`src/rtl/serial_subtractor.sv`:
```
// Bit-serial two's-complement subtractor: computes a-b one bit per clock, LSB first,
// reporting the modular difference, the unsigned borrow and the signed overflow.
module serial_subtractor #(
    parameter int WIDTH = 8
) (
    input  logic             clk,
    input  logic             rst,
    input  logic             start,
    input  logic [WIDTH-1:0] a,
    input  logic [WIDTH-1:0] b,
    output logic             busy,
    output logic             done,
    output logic [WIDTH-1:0] diff,
    output logic             borrow,
    output logic             ovf
);
    localparam int CW = $clog2(WIDTH);

    typedef enum logic [1:0] {
        IDLE  = 2'd0,
        SHIFT = 2'd1,
        DONE  = 2'd2
    } state_t;

    state_t           state_reg, state_next;
    logic [WIDTH-1:0] a_sh_reg, a_sh_next;
    logic [WIDTH-1:0] b_sh_reg, b_sh_next;
    logic [WIDTH-1:0] res_reg, res_next;
    logic [CW-1:0]    cnt_reg, cnt_next;
    logic             bin_reg, bin_next;
    logic [WIDTH-1:0] diff_reg, diff_next;
    logic             borrow_reg, borrow_next;
    logic             ovf_reg, ovf_next;
    logic             done_reg, done_next;
    logic             busy_reg, busy_next;
    logic             d_bit, bout_bit;

    // Full subtractor on the current low bits of the operand shift registers.
    assign d_bit    = a_sh_reg[0] ^ b_sh_reg[0] ^ bin_reg;
    assign bout_bit = (~a_sh_reg[0] & b_sh_reg[0]) | (~a_sh_reg[0] & bin_reg)
                    | (b_sh_reg[0] & bin_reg);

    always_comb begin
        state_next  = state_reg;
        a_sh_next   = a_sh_reg;
        b_sh_next   = b_sh_reg;
        res_next    = res_reg;
        cnt_next    = cnt_reg;
        bin_next    = bin_reg;
        diff_next   = diff_reg;
        borrow_next = borrow_reg;
        ovf_next    = ovf_reg;
        done_next   = 1'b0;
        case (state_reg)
            IDLE: begin
                if (start) begin
                    a_sh_next  = a;
                    b_sh_next  = b;
                    bin_next   = 1'b0;
                    cnt_next   = '0;
                    state_next = SHIFT;
                end
            end
            SHIFT: begin
                a_sh_next = a_sh_reg >> 1;
                b_sh_next = b_sh_reg >> 1;
                res_next  = {d_bit, res_reg[WIDTH-1:1]};
                bin_next  = bout_bit;
                cnt_next  = cnt_reg + CW'(1);
                if (cnt_reg == CW'(WIDTH - 1)) begin
                    // On the last bit the shift registers' low bits are the operand sign bits.
                    diff_next   = {d_bit, res_reg[WIDTH-1:1]};
                    borrow_next = bout_bit;
                    ovf_next    = (a_sh_reg[0] != b_sh_reg[0]) && (d_bit != a_sh_reg[0]);
                    done_next   = 1'b1;
                    state_next  = DONE;
                end
            end
            DONE: begin
                state_next = IDLE;
            end
            default: begin
                state_next = IDLE;
            end
        endcase
        busy_next = (state_next != IDLE);
    end

    always_ff @(posedge clk) begin
        if (rst) begin
            state_reg  <= IDLE;
            a_sh_reg   <= '0;
            b_sh_reg   <= '0;
            res_reg    <= '0;
            cnt_reg    <= '0;
            bin_reg    <= 1'b0;
            diff_reg   <= '0;
            borrow_reg <= 1'b0;
            ovf_reg    <= 1'b0;
            done_reg   <= 1'b0;
            busy_reg   <= 1'b0;
        end else begin
            state_reg  <= state_next;
            a_sh_reg   <= a_sh_next;
            b_sh_reg   <= b_sh_next;
            res_reg    <= res_next;
            cnt_reg    <= cnt_next;
            bin_reg    <= bin_next;
            diff_reg   <= diff_next;
            borrow_reg <= borrow_next;
            ovf_reg    <= ovf_next;
            done_reg   <= done_next;
            busy_reg   <= busy_next;
        end
    end

    assign busy   = busy_reg;
    assign done   = done_reg;
    assign diff   = diff_reg;
    assign borrow = borrow_reg;
    assign ovf    = ovf_reg;
endmodule
```
`config.mk`:
```
export PLATFORM = sky130hd
export DESIGN_NAME = serial_subtractor
export DESIGN_NICKNAME = d
export VERILOG_FILES = /design/src/rtl/serial_subtractor.sv
export SDC_FILE = /design/constraint.sdc
export NUM_CORES = 1
export LEC_CHECK = 0
export CORE_MARGIN = 5
export CORE_UTILIZATION = 46
export DETAILED_ROUTE_END_ITERATION = 8
export GPL_ROUTABILITY_DRIVEN = 0
export PLACE_DENSITY = 0.82
export SLEW_MARGIN = 10
export SYNTH_ARGS = -nofsm -noshare
export SYNTH_HDL_FRONTEND = slang
export SYNTH_SLANG_ARGS = --single-unit
export TNS_END_PERCENT = 5
```
`constraint.sdc`:
```
create_clock -name clk -period 1.4 [get_ports clk]
set_input_delay 0.28 -clock clk [delete_from_list [all_inputs] [get_ports clk]]
set_output_delay 0.28 -clock clk [all_outputs]
set_load 0.05 [all_outputs]
```
## After elaboration in Yosys (flattened, before gate mapping)

Index checks and enable logic that the tools add are counted.

| storage, ports and cells | value |
|---|---|
| register bits after elaboration | 42 |
| bits of input ports | 19 |
| logic and storage cells | 45 |

| cells by class | value |
|---|---|
| $add $sub $neg | 1 |
| equality and inequality tests | 5 |
| multiplexer cells | 12 |
| bitwise gates (word level) | 9 |
| reductions and logical operators | 7 |

Operators with widths:

| cell | count |
|---|---|
| case mux 8 bit (2 select lines) | 2 |
| 2-to-1 mux 8 bit | 2 |
| case mux 3 bit (2 select lines) | 1 |
| 2-to-1 mux 2 bit | 2 |
| case mux 2 bit (2 select lines) | 1 |
| AND reduction 2 bit | 2 |
| nonzero test 2 bit | 2 |
| adder 3 x 1 -> 3 bit (second input constant) | 1 |
| AND 1 bit | 3 |
| == test 3 bit (second input constant) | 1 |
| 2-to-1 mux 3 bit | 1 |
| == test 2 x 1 -> 1 bit (second input constant) | 1 |
| logical NOT 2 bit | 1 |
| 2-to-1 mux 1 bit | 2 |
| != test 1 bit | 2 |
| != test 2 bit (second input constant) | 1 |
| inverter 1 bit | 2 |
| bitwise OR 1 bit | 2 |
| case mux 1 bit (2 select lines) | 1 |
| OR reduction 2 bit | 1 |
| bitwise XOR 1 bit | 2 |
| logical AND 1 bit | 1 |

## Logic depth before layout (Yosys ltp)

Gate-level depths: netlist (run 1).

| logic depth | value |
|---|---|
| depth after elaboration | 5 |
| mapped depth | 6 |

## Worst setup path after synthesis (run 1)

OpenSTA, ideal clock, no wires.

| timing path | value |
|---|---|
| path kind | flip-flop to flip-flop |
| start point | register b_sh_reg[0] |
| end point | register ovf_reg (netlist: ovf) |
| arrival | 1,423 ps |
| required time | 1,330 ps |
| setup slack | -94 ps |
| cell stages (with the launch flop) | 6 |
| path buffers | 0 |
| period minus slack after synthesis | 1,494 ps |
| cell sequence | dfxtp_1 inv_1 fa_1 xnor2_1 or3_1 a21oi_1 |

| on the way | value |
|---|---|
| cells in the longest elaborated chain, start to end | 4 |
| elaborated cells between the ends (all ways) | 5 |
| those cells by class | eq/ne: 2; bitwise: 2; reduce/logical: 1 |

Ends and longest elaborated chain:

| item | RTL line | text |
|---|---|---|
| from (decl) | 27 | `logic [WIDTH-1:0] b_sh_reg, b_sh_next;` |
| from (signal assigned) | 105 | `b_sh_reg <= b_sh_next;` |
| bitwise XOR 1 bit (2 in series) | 39 | `assign d_bit = a_sh_reg[0] ^ b_sh_reg[0] ^ bin_reg;` |
| via d_bit | 36 | `logic d_bit, bout_bit;` |
| != test 1 bit | 74 | `ovf_next = (a_sh_reg[0] != b_sh_reg[0]) && (d_bit != a_sh_reg[0]);` |
| logical AND 1 bit | 74 |  |
| to (signal assigned) | 111 | `ovf_reg <= ovf_next;` |
| to (decl) | 33 | `logic ovf_reg, ovf_next;` |

The timed path passes the listed nets, and every way through them passes these cells.
A chain may end at the register's enable or synchronous reset.

## Worst setup path after layout (run 1)

Ends and elaborated chain as after synthesis.

==> summary.txt, run 1 <==
Status
  • Run status: complete, but fails checks
  • Failing checks: negative setup slack

Worst setup path
  • Worst stage delay on the critical path: 480 ps
  • Reg2reg end: ovf
  • Depth of the worst register-to-register path: 5
  • WP data arrival: 1760 ps
  • Critical Path RT: 1690 ps
  • Critical Path, Cell by Cell: inv_2 > fa_1 > xnor2_1 > or3_1 > a21oi_1
  • Worst setup EP type: register
  • Critical path type: register to register
  • R2r setup slk: -60 ps
  • Critical path startpoint category: register
  • Worst r2r src: b_sh_reg[0]
  • CP Max Fanout: 2
  • Crit-path slowest cell: fa_1

Route
  • Wire length on met1: 1.31 mm
  • Wire per inst: 11.6 µm
  • DR WL met2: 1.55 mm
  • DRT Pass-1 Iters: 4
  • Met3 WL post-DR: 160 µm
  • Antenna Violating Nets Remaining: 0
  • 1st-iter DRT viols: 58
  • Vias: 1,297
  • Routed wire length: 3.05 mm
  • Vias/cell: 4.93
  • DR top layer: met4
  • Number of remaining DRC errors: 0

Final layout
  • N_diodes: 0
  • Nets: 239
  • Area delta synth->final: 38.5%
  • Final Cell Area: 2300 µm²
  • Share of layout cells above drive strength 1: 22.1%

Yosys
  • Synth Area in XOR/XNOR: 0.528%
  • Top post-synthesis cells by area: dfxtp_1 49%, mux2i_1 9.0%, a211oi_1 7.2%
  • Mux contribution to synthesized area: 9.05%
  • Area share of and/or/nand/nor cells after synthesis: 15.8%
  • Synth top area share: 49.5%
  • Register bit total from synthesis: 41
  • Synthesized area: 1660 µm²
  • Synthesized area per cell: 9.32 µm²
  • Complex-gate fraction of the synthesized area: 15.7%
  • Post-Syn Instances: 178
  • Largest family of logic cells by synthesized area: simple AND/OR/NAND/NOR gates
  • Synthesized net count: 201
  • Top cell type by total area after synthesis: dfxtp_1
  • Post-synthesis adder-cell area fraction: 3.47%
  • Ys Warns: 0
  • Sequential share of the synthesized area: 49.5%
  • Yosys cell types: 23

Floorplan
  • Die area: 4910 µm²
  • Die Span Y: 70.1 µm
  • Die width: 70.1 µm
  • Placement row count: 21
  • Ports: 31
  • Initial core utilization: 48.6%
  • Core box area: 3420 µm²

Power
  • Worst vdd ir: 0.857 mV
  • Total power: 0.00235 W
  • PwrDens: 1020 nW/µm²
  • Lkg Pwr: 0.900 nW

GRT
  • First-pass GRT wire length: 5.18 mm
  • Vias in the first global route: 1,259
  • Total track usage: 12.9%
  • Initial antenna violation count: 0
  • Grt ovf: 0
  • Largest net degree at the start of global routing: 42

Place
  • Detail Placement HPWL: 2.24 mm
  • Dpl cell area: 2190 µm²
  • Setup WS pre-CTS: -79.7 ps
  • Port buffer count: 30

Timing
  • Slew margin rel.: 75.8%
  • Setup Viol. Count Final: 1
  • Max Clock Freq: 684 MHz
  • RSZ-0062 raised after global routing: true
  • Final Hold Vio Count: 0
  • Slew Viols, Final: 0
  • Setup TNS: -63.0 ps
  • Worst Clk Skew: 8.72 ps
  • Slew @ Worst Pin: 362 ps
  • Fin worst setup slack: -63.0 ps
  • WHS: 470 ps
  • Crit share post-route: 105%
  • Period minus WS final: 1460 ps

CTS
  • Clk buf depth: 2
  • # Post-CTS Setup Buffers: 0
  • CTS tree: built
  • CTS Root Cell: clkbuf_4
  • Clock sink count: 41
  • Clock latency on the worst-skew pair: 350 ps
  • H-tree depth: 2
  • Inserted Clock Buffers: 5
  • CTS Hold Bufs: 0
  • Clock Pin Slew Worst Setup and Hold Paths: 120 ps

Run
  • Max-cap check violation count: 0

Worst hold path
  • Worst hold path cell count: 2
  • Hold WC Path Type: register to register
  • Hold Path Sink: diff[0]
  • Worst hold start: res_reg[1]
==> report_power, final <==
| part | internal, W | switching, W |
|---|---|---|
| sequential | 0.00122 | 0.0000339 |
| combinational | 0.000170 | 0.000131 |
| clock | 0.000424 | 0.000373 |
| total | 0.00181 | 0.000538 |
==> placed cells by master (no fill, tap or decap) <==
master	count
dfxtp_1	36
nand2_1	31
nor2_1	24
clkdlybuf4s50_1	18
a211oi_1	16
a21oi_1	16
mux2i_1	15
buf_12	14
buf_4	13
dfxtp_2	5
clkbuf_4	5
a22oi_1	4
inv_2	2
inv_1	1
o21ba_2	1
o21bai_2	1
nor2b_1	1
or2b_1	1
nand3b_4	1
nor3b_1	1
a2bb2oi_1	1
and3b_2	1
xnor2_1	1
or3_1	1
fa_1	1
ha_2	1
ha_1	1
ha_4	1
bufinv_16	1
clkinvlp_4	1
clkbuf_8	1
==> cells in the mapped netlist (all sizes together) <==
library cell and instances:
dfxtp 41, buf 8, a211oi 16, inv 3, and3b 1, o21bai 1
or2b 1, fa 1, mux2i 15, nand2 31, clkbuf 6, ha 3
nand3b 1, a21oi 16, o21ba 1, nor2 24, a22oi 4, a2bb2oi 1
nor3b 1, or3 1, xnor2 1, nor2b 1
==> worst max-delay path by stage <==
stage | from | end | slack (ps) | depth (start not counted)
2_1_floorplan | a_sh_reg[0] | ovf | -40 | 4
3_3_place_gp | start | b_sh_reg[5] | -40 | 5
3_5_place_dp | start | a_sh_reg[2] | -80 | 5
4_1_cts | b_sh_reg[0] | ovf | -70 | 5
5_1_grt | b_sh_reg[0] | ovf | -120 | 5
6_report | b_sh_reg[0] | ovf | -60 | 5
==> kinds of logic (layout without fill, tap and decap cells) <==
kind of cell,count (synthesis),count (layout)
adder cells (fa/ha/maj),4,4
AND/OR/NAND/NOR,61,61
flip-flops,41,41
multiplexers,15,15
buffers and inverters,17,56
XOR/XNOR,1,1
AO/OA/AOI/OAI,39,39
==> per-stage QoR <==
step                      instances  util (%)
after detailed placement        255      64.1
after floorplan                 178         -
final                           263      67.3
after global placement          255      64.1
after global routing            263      67.3
after CTS                       263      66.7
==> what timing repair did <==
action | 4_1_cts | 5_1_grt
pin swaps | 1 | 0
endpoints found under the setup margin | 1 | 10
endpoints found under the hold margin | 0 | 0
gates resized for setup | 2 | 6
==> layout make-up <==
| cell class | instances | area [µm²] |
|---|---|---|
| Clock buffer | 6 | 51.3 |
| Clock inverter | 2 | 37.5 |
| Fill cell | 267 | 1120 |
| Inverter | 3 | 11.3 |
| Multi-Input combinational cell | 120 | 756 |
| Sequential cell | 41 | 827 |
| Tap cell | 46 | 57.6 |
| Timing Repair Buffer | 45 | 558 |
==> worst max-delay path, delay by kind of cell (launching register included) <==
kind | cells | cell delay, ps
AOI/OAI and AO/OA | 1 | 110
buffers and inverters | 1 | 40
and+or+nand+nor | 1 | 300
adders and majority gates | 1 | 480
xor gates and xnor gates | 1 | 140
DFF | 1 | 350
==> layer usage <==
layer	track usage, %	up-vias
li1	-	686
met1	14.0	582
met2	22.9	27
met3	4.59	2
met4	4.47	0
met5	0	-
No activity file was read; power rests on OpenSTA's default activity.
==> run 2: changes to the inputs <==
--- a/config.mk
+++ b/config.mk
@@ -9,7 +9,7 @@
 export CORE_UTILIZATION = 46
 export DETAILED_ROUTE_END_ITERATION = 8
 export GPL_ROUTABILITY_DRIVEN = 0
-export PLACE_DENSITY = 0.82
+export PLACE_DENSITY = 0.77
 export SLEW_MARGIN = 10
 export SYNTH_ARGS = -nofsm -noshare
 export SYNTH_HDL_FRONTEND = slang
==> run 2 against run 1 <==
Net effect: sequential share of layout area is 0.82 points higher; critical endpoint unchanged; final cell count is 1.9% lower; combinational power barely moved; the run still ends with negative setup slack left.
==> summary.txt, run 2 (synthesis results as in run 1) <==
GRT
  • Initial antenna violation count: 0
  • First-pass GRT wire length: 5.90 mm
  • Grt ovf: 0
  • Vias in the first global route: 1,344
  • Largest net degree at the start of global routing: 42
  • Total track usage: 15.0%

Place
  • Detail Placement HPWL: 2.49 mm
  • Setup WS pre-CTS: -190 ps
  • Dpl cells: 250
  • Port buffer count: 30

Final layout
  • Share of layout cells above drive strength 1: 20.8%
  • Nets: 234
  • Finished Core Util: 65.9%
  • Fillers: 290
  • Commonest cells after routing, fill and taps aside: 35 x dfxtp_1, 31 x nand2_1, 24 x nor2_1
  • Area delta synth->final: 35.7%
  • Most common cell after layout, fill and taps aside: dfxtp_1
  • N_diodes: 0
  • Final Instance Count excl. Fillers: 258

Power
  • Sw Share: 24.2%
  • Logic pwr share: 13.6%
  • Lkg Pwr: 0.872 nW
  • Cell-internal power: 0.00167 W
  • Sequential share of power: 56.9%
  • PwrDens: 979 nW/µm²
  • Total power: 0.00220 W
  • Switching power: 0.000532 W
  • Clock power frac: 29.6%
  • Worst vdd ir: 0.540 mV

Worst setup path
  • Worst setup EP type: register
  • Critical Path RT: 1690 ps
  • Critical path type: register to register
  • WP data arrival: 1820 ps
  • Depth of the worst register-to-register path: 5
  • Critical path startpoint category: register
  • CP Max Fanout: 2

Timing
  • Final Hold Vio Count: 0
  • Setup Viol. Count Final: 1
  • Slew margin rel.: 74.6%
  • Max Clock Freq: 654 MHz
  • RSZ-0062 raised after global routing: true
  • Fin worst setup slack: -129 ps
  • Crit share post-route: 109%
  • WHS: 465 ps
  • Period minus WS final: 1530 ps
  • Worst Clk Skew: 8.15 ps
  • Slew Viols, Final: 0
  • Slew @ Worst Pin: 380 ps

CTS
  • CTS Hold Bufs: 0
  • CTS tree: built
  • CTS Root Cell: clkbuf_4
  • Clock latency on the worst-skew pair: 340 ps
  • Clock sink count: 41
  • H-tree depth: 2
  • Inserted Clock Buffers: 5
  • Clk buf depth: 2
  • Clock Pin Slew Worst Setup and Hold Paths: 120 ps

Route
  • 1st-iter DRT viols: 51
  • Wire length on met1: 1.42 mm
  • Met3 WL post-DR: 154 µm
  • DR WL met2: 1.72 mm
  • Routed wire length: 3.38 mm
  • Antenna Violating Nets Remaining: 0
  • Vias/cell: 5.03
  • DRT Pass-1 Iters: 4
  • Vias: 1,297
  • DR top layer: met4
  • Wire per inst: 13.1 µm
  • Number of remaining DRC errors: 0

Run
  • Max-cap check violation count: 0

Status
  • Run status: complete, but fails checks
  • Failing checks: negative setup slack

Floorplan
  • Initial core utilization: 48.6%
  • Die width: 70.1 µm
  • Core box area: 3420 µm²
  • Ports: 31
  • Die Span Y: 70.1 µm
  • Die area: 4910 µm²
  • Placement row count: 21

Worst hold path
  • Worst hold path cell count: 2
  • Hold WC Path Type: register to register
-- run 2: metrics by stage --
step / instance area, µm² / TNS, ps
after floorplan: 1660 / -43.6
after global placement: 2150 / -525
after detailed placement: 2150 / -1850
after CTS: 2230 / -136
after global routing: 2250 / -218
final: 2250 / -129
-- run 2: worst paths after layout --
check / from / end / slack [ps]
setup reg to reg: b_sh_reg[0] / ovf / -130
hold reg to reg: res_reg[3] / res_reg[2] / 460
hold / removal: res_reg[3] / res_reg[2] / 460
setup / recovery: b_sh_reg[0] / ovf / -130
-- run 2: layout make-up --
| type | instances | area [µm²] | share of cell area [%] |
|---|---|---|---|
| repair buffers | 40 | 524 | 23.3 |
| clock buffers | 7 | 65.1 | 2.89 |
| multi-input cells | 120 | 759 | 33.7 |
| well taps | 46 | 57.6 | 2.56 |
| inverters | 3 | 11.3 | 0.500 |
| clock inverters | 1 | 5.00 | 0.222 |
| flip-flops and latches | 41 | 828 | 36.8 |
-- run 2: power groups by stage --
stage / sequential, W / combinational (W) / clock (W)
2_1_floorplan: 0.00127 / 0.000181 / 0
3_3_place_gp: 0.00127 / 0.000281 / 0
3_5_place_dp: 0.00128 / 0.000298 / 0
4_1_cts: 0.00125 / 0.000299 / 0.000680
5_1_grt: 0.00126 / 0.000331 / 0.000739
6_report: 0.00125 / 0.000299 / 0.000651
-- run 2: routing by layer --
metal	vias to the layer above	GRT usage (%)
met5	-	0
met4	0	6.60
met3	8	5.60
met2	25	25.7
met1	588	16.5
li1	676	-
-- run 2: repair_timing --
| item | in CTS | in global routing |
|---|---|---|
| buffers inserted | 0 | 0 |
| resized for setup | 3 | 7 |
| setup endpoints to repair | 4 | 15 |
| pin swaps | 2 | 0 |
-- run 2: worst max-delay path, cell delays in order (launching register included) --
cell	delay, ps
dfxtp_2	350
inv_2	40
fa_1	500
xnor2_1	150
or3_1	320
a21oi_2	120
==> run 3: changes to the inputs <==
--- a/config.mk
+++ b/config.mk
@@ -7,9 +7,11 @@
 export LEC_CHECK = 0
 export CORE_MARGIN = 5
 export CORE_UTILIZATION = 46
+export CTS_CLUSTER_SIZE = 12
 export DETAILED_ROUTE_END_ITERATION = 8
 export GPL_ROUTABILITY_DRIVEN = 0
 export PLACE_DENSITY = 0.77
+export RECOVER_POWER = 25
 export SLEW_MARGIN = 10
 export SYNTH_ARGS = -nofsm -noshare
 export SYNTH_HDL_FRONTEND = slang
==> run 3 against run 2 <==
Net effect: worst setup slack is essentially flat; combinational power about the same; clock-buffer cell count unchanged; first-iteration DRC count did not move; total power decreased by 0.11%; sequential power hardly changed; clock power is essentially flat; maximum frequency about the same; wire length hardly changed; largest cell class unchanged; non-clock buffer count is the same; the run still ends with negative setup slack left; worst hold slack about the same; final area shrank 0.33%.
==> summary.txt, run 3 (synthesis results as in run 1) <==
Timing
  • Crit share post-route: 109%
  • RSZ-0062 raised after global routing: true
  • Slew margin rel.: 74.3%
  • Worst Clk Skew: 8.17 ps
  • Fin worst setup slack: -129 ps
  • Slew Viols, Final: 0
  • Setup Viol. Count Final: 1
  • Max Clock Freq: 654 MHz
  • Period minus WS final: 1530 ps
  • Final Hold Vio Count: 0
  • WHS: 465 ps
  • Slew @ Worst Pin: 385 ps

Place
  • Port buffer count: 30
  • Dpl cell area: 2150 µm²
  • Detail Placement HPWL: 2.49 mm

Route
  • Wire per inst: 13.1 µm
  • Vias: 1,302
  • DRT Pass-1 Iters: 4
  • Antenna Violating Nets Remaining: 0
  • 1st-iter DRT viols: 51
  • Number of remaining DRC errors: 0
  • Routed wire length: 3.38 mm
  • Vias/cell: 5.05

Final layout
  • N_diodes: 0
  • Share of layout cells above drive strength 1: 19.8%
  • Nets: 234
  • Most common cell after layout, fill and taps aside: dfxtp_1
  • FF+latch area: 827 µm²
  • Fillers: 293
  • Area delta synth->final: 35.2%
  • Final Cell Area: 2240 µm²
  • Footprint of the multi-input gates: 759 µm²
  • Finished Core Util: 65.7%
  • Commonest cells after routing, fill and taps aside: 36 x dfxtp_1, 31 x nand2_1, 24 x nor2_1

GRT
  • Vias in the first global route: 1,344
  • Initial antenna violation count: 0
  • Largest net degree at the start of global routing: 42
  • Total track usage: 15.0%
  • Grt ovf: 0
  • First-pass GRT wire length: 5.90 mm

Floorplan
  • Placement row count: 21
  • Initial core utilization: 48.6%
  • Die Span Y: 70.1 µm
  • Die area: 4910 µm²
  • Die width: 70.1 µm
  • Core box area: 3420 µm²
  • Ports: 31

CTS
  • CTS Root Cell: clkbuf_4
  • Clock Pin Slew Worst Setup and Hold Paths: 120 ps
  • H-tree depth: 2
  • # Post-CTS Setup Buffers: 0
  • CTS tree: built
  • Clk buf depth: 2
  • Clock sink count: 41
  • Inserted Clock Buffers: 5
  • Clock latency on the worst-skew pair: 340 ps

Power
  • Worst vdd ir: 0.540 mV
  • PwrDens: 981 nW/µm²
  • Lkg Pwr: 0.868 nW

Worst setup path
  • Critical path startpoint category: register
  • Critical path type: register to register
  • CP delay by family, top: adder cells
  • Crit-path slowest cell: fa_1
  • WP buf/inv: 1
  • Worst stage delay on the critical path: 500 ps
  • WP data arrival: 1820 ps
  • R2r setup slk: -130 ps
  • CP Max Fanout: 2
  • Critical Path, Cell by Cell: inv_2 > fa_1 > xnor2_1 > or3_1 > a21oi_2
  • Critical Path RT: 1690 ps
  • Worst setup EP type: register

Worst hold path
  • Hold WC Path Type: register to register

Status
  • Run status: complete, but fails checks
  • Failing checks: negative setup slack

Run
  • Max-cap check violation count: 0
-- run 3: changes by cell type in the layout (fill, tap and decap cells not counted) --
cell	previous run	this run
buf_4	7	5
clkbuf_1	0	1
clkbuf_2	0	1
dfxtp_1	35	36
dfxtp_2	6	5
-- run 3: metal layers --
layer	up-vias	track usage, %	wire length [µm]
met5	-	0	0
li1	676	-	-
met2	25	25.7	1720
met3	8	5.60	154
met4	0	6.60	84
met1	593	16.5	1420
-- run 3: tightest hold or removal path, cell delays in order, from the launching register on --
cell and delay, ps:
dfxtp_1 340, nand2_1 50, a21oi_1 50
-- run 3: metrics by stage --
step / instances / total power, W / setup WS (ps) / TNS (ps)
2_1_floorplan: 178 / 0.00146 / -43.6 / -43.6
3_3_place_gp: 250 / 0.00155 / -43.4 / -525
3_5_place_dp: 250 / 0.00158 / -190 / -1850
4_1_cts: 258 / 0.00223 / -136 / -136
5_1_grt: 258 / 0.00233 / -218 / -591
6_report: 258 / 0.00220 / -129 / -129
-- run 3: cell type report --
cell class / count / share of cell area (%)
inverters: 3 / 0.502
clock buffers: 7 / 2.90
well taps: 46 / 2.57
flip-flops and latches: 41 / 36.9
multi-input cells: 120 / 33.9
repair buffers: 40 / 23.1
clock inverters: 1 / 0.223
-- run 3: final timing paths --
kind | end | cells after the start | start
worst max-delay path | ovf | 5 | b_sh_reg[0]
worst min-delay path | res_reg[2] | 2 | res_reg[3]
worst max register to register | ovf | 5 | b_sh_reg[0]
worst min register to register | res_reg[2] | 2 | res_reg[3]
-- run 3: repair_timing --
item                       4_1_cts  5_1_grt
setup endpoints to repair        4       15
pin swaps                        2        0
hold buffers                     0        0
resized for setup                3        7
gates cloned                     0        0
-- run 3: report_power, final --
group | total (W) | leakage [nW] | internal (W) | switching (W)
registers | 0.00125 | 0.337 | 0.00122 | 0.0000342
clock network | 0.000651 | 0.0413 | 0.000291 | 0.000360
logic | 0.000297 | 0.489 | 0.000159 | 0.000138
total | 0.00220 | 0.868 | 0.00167 | 0.000532
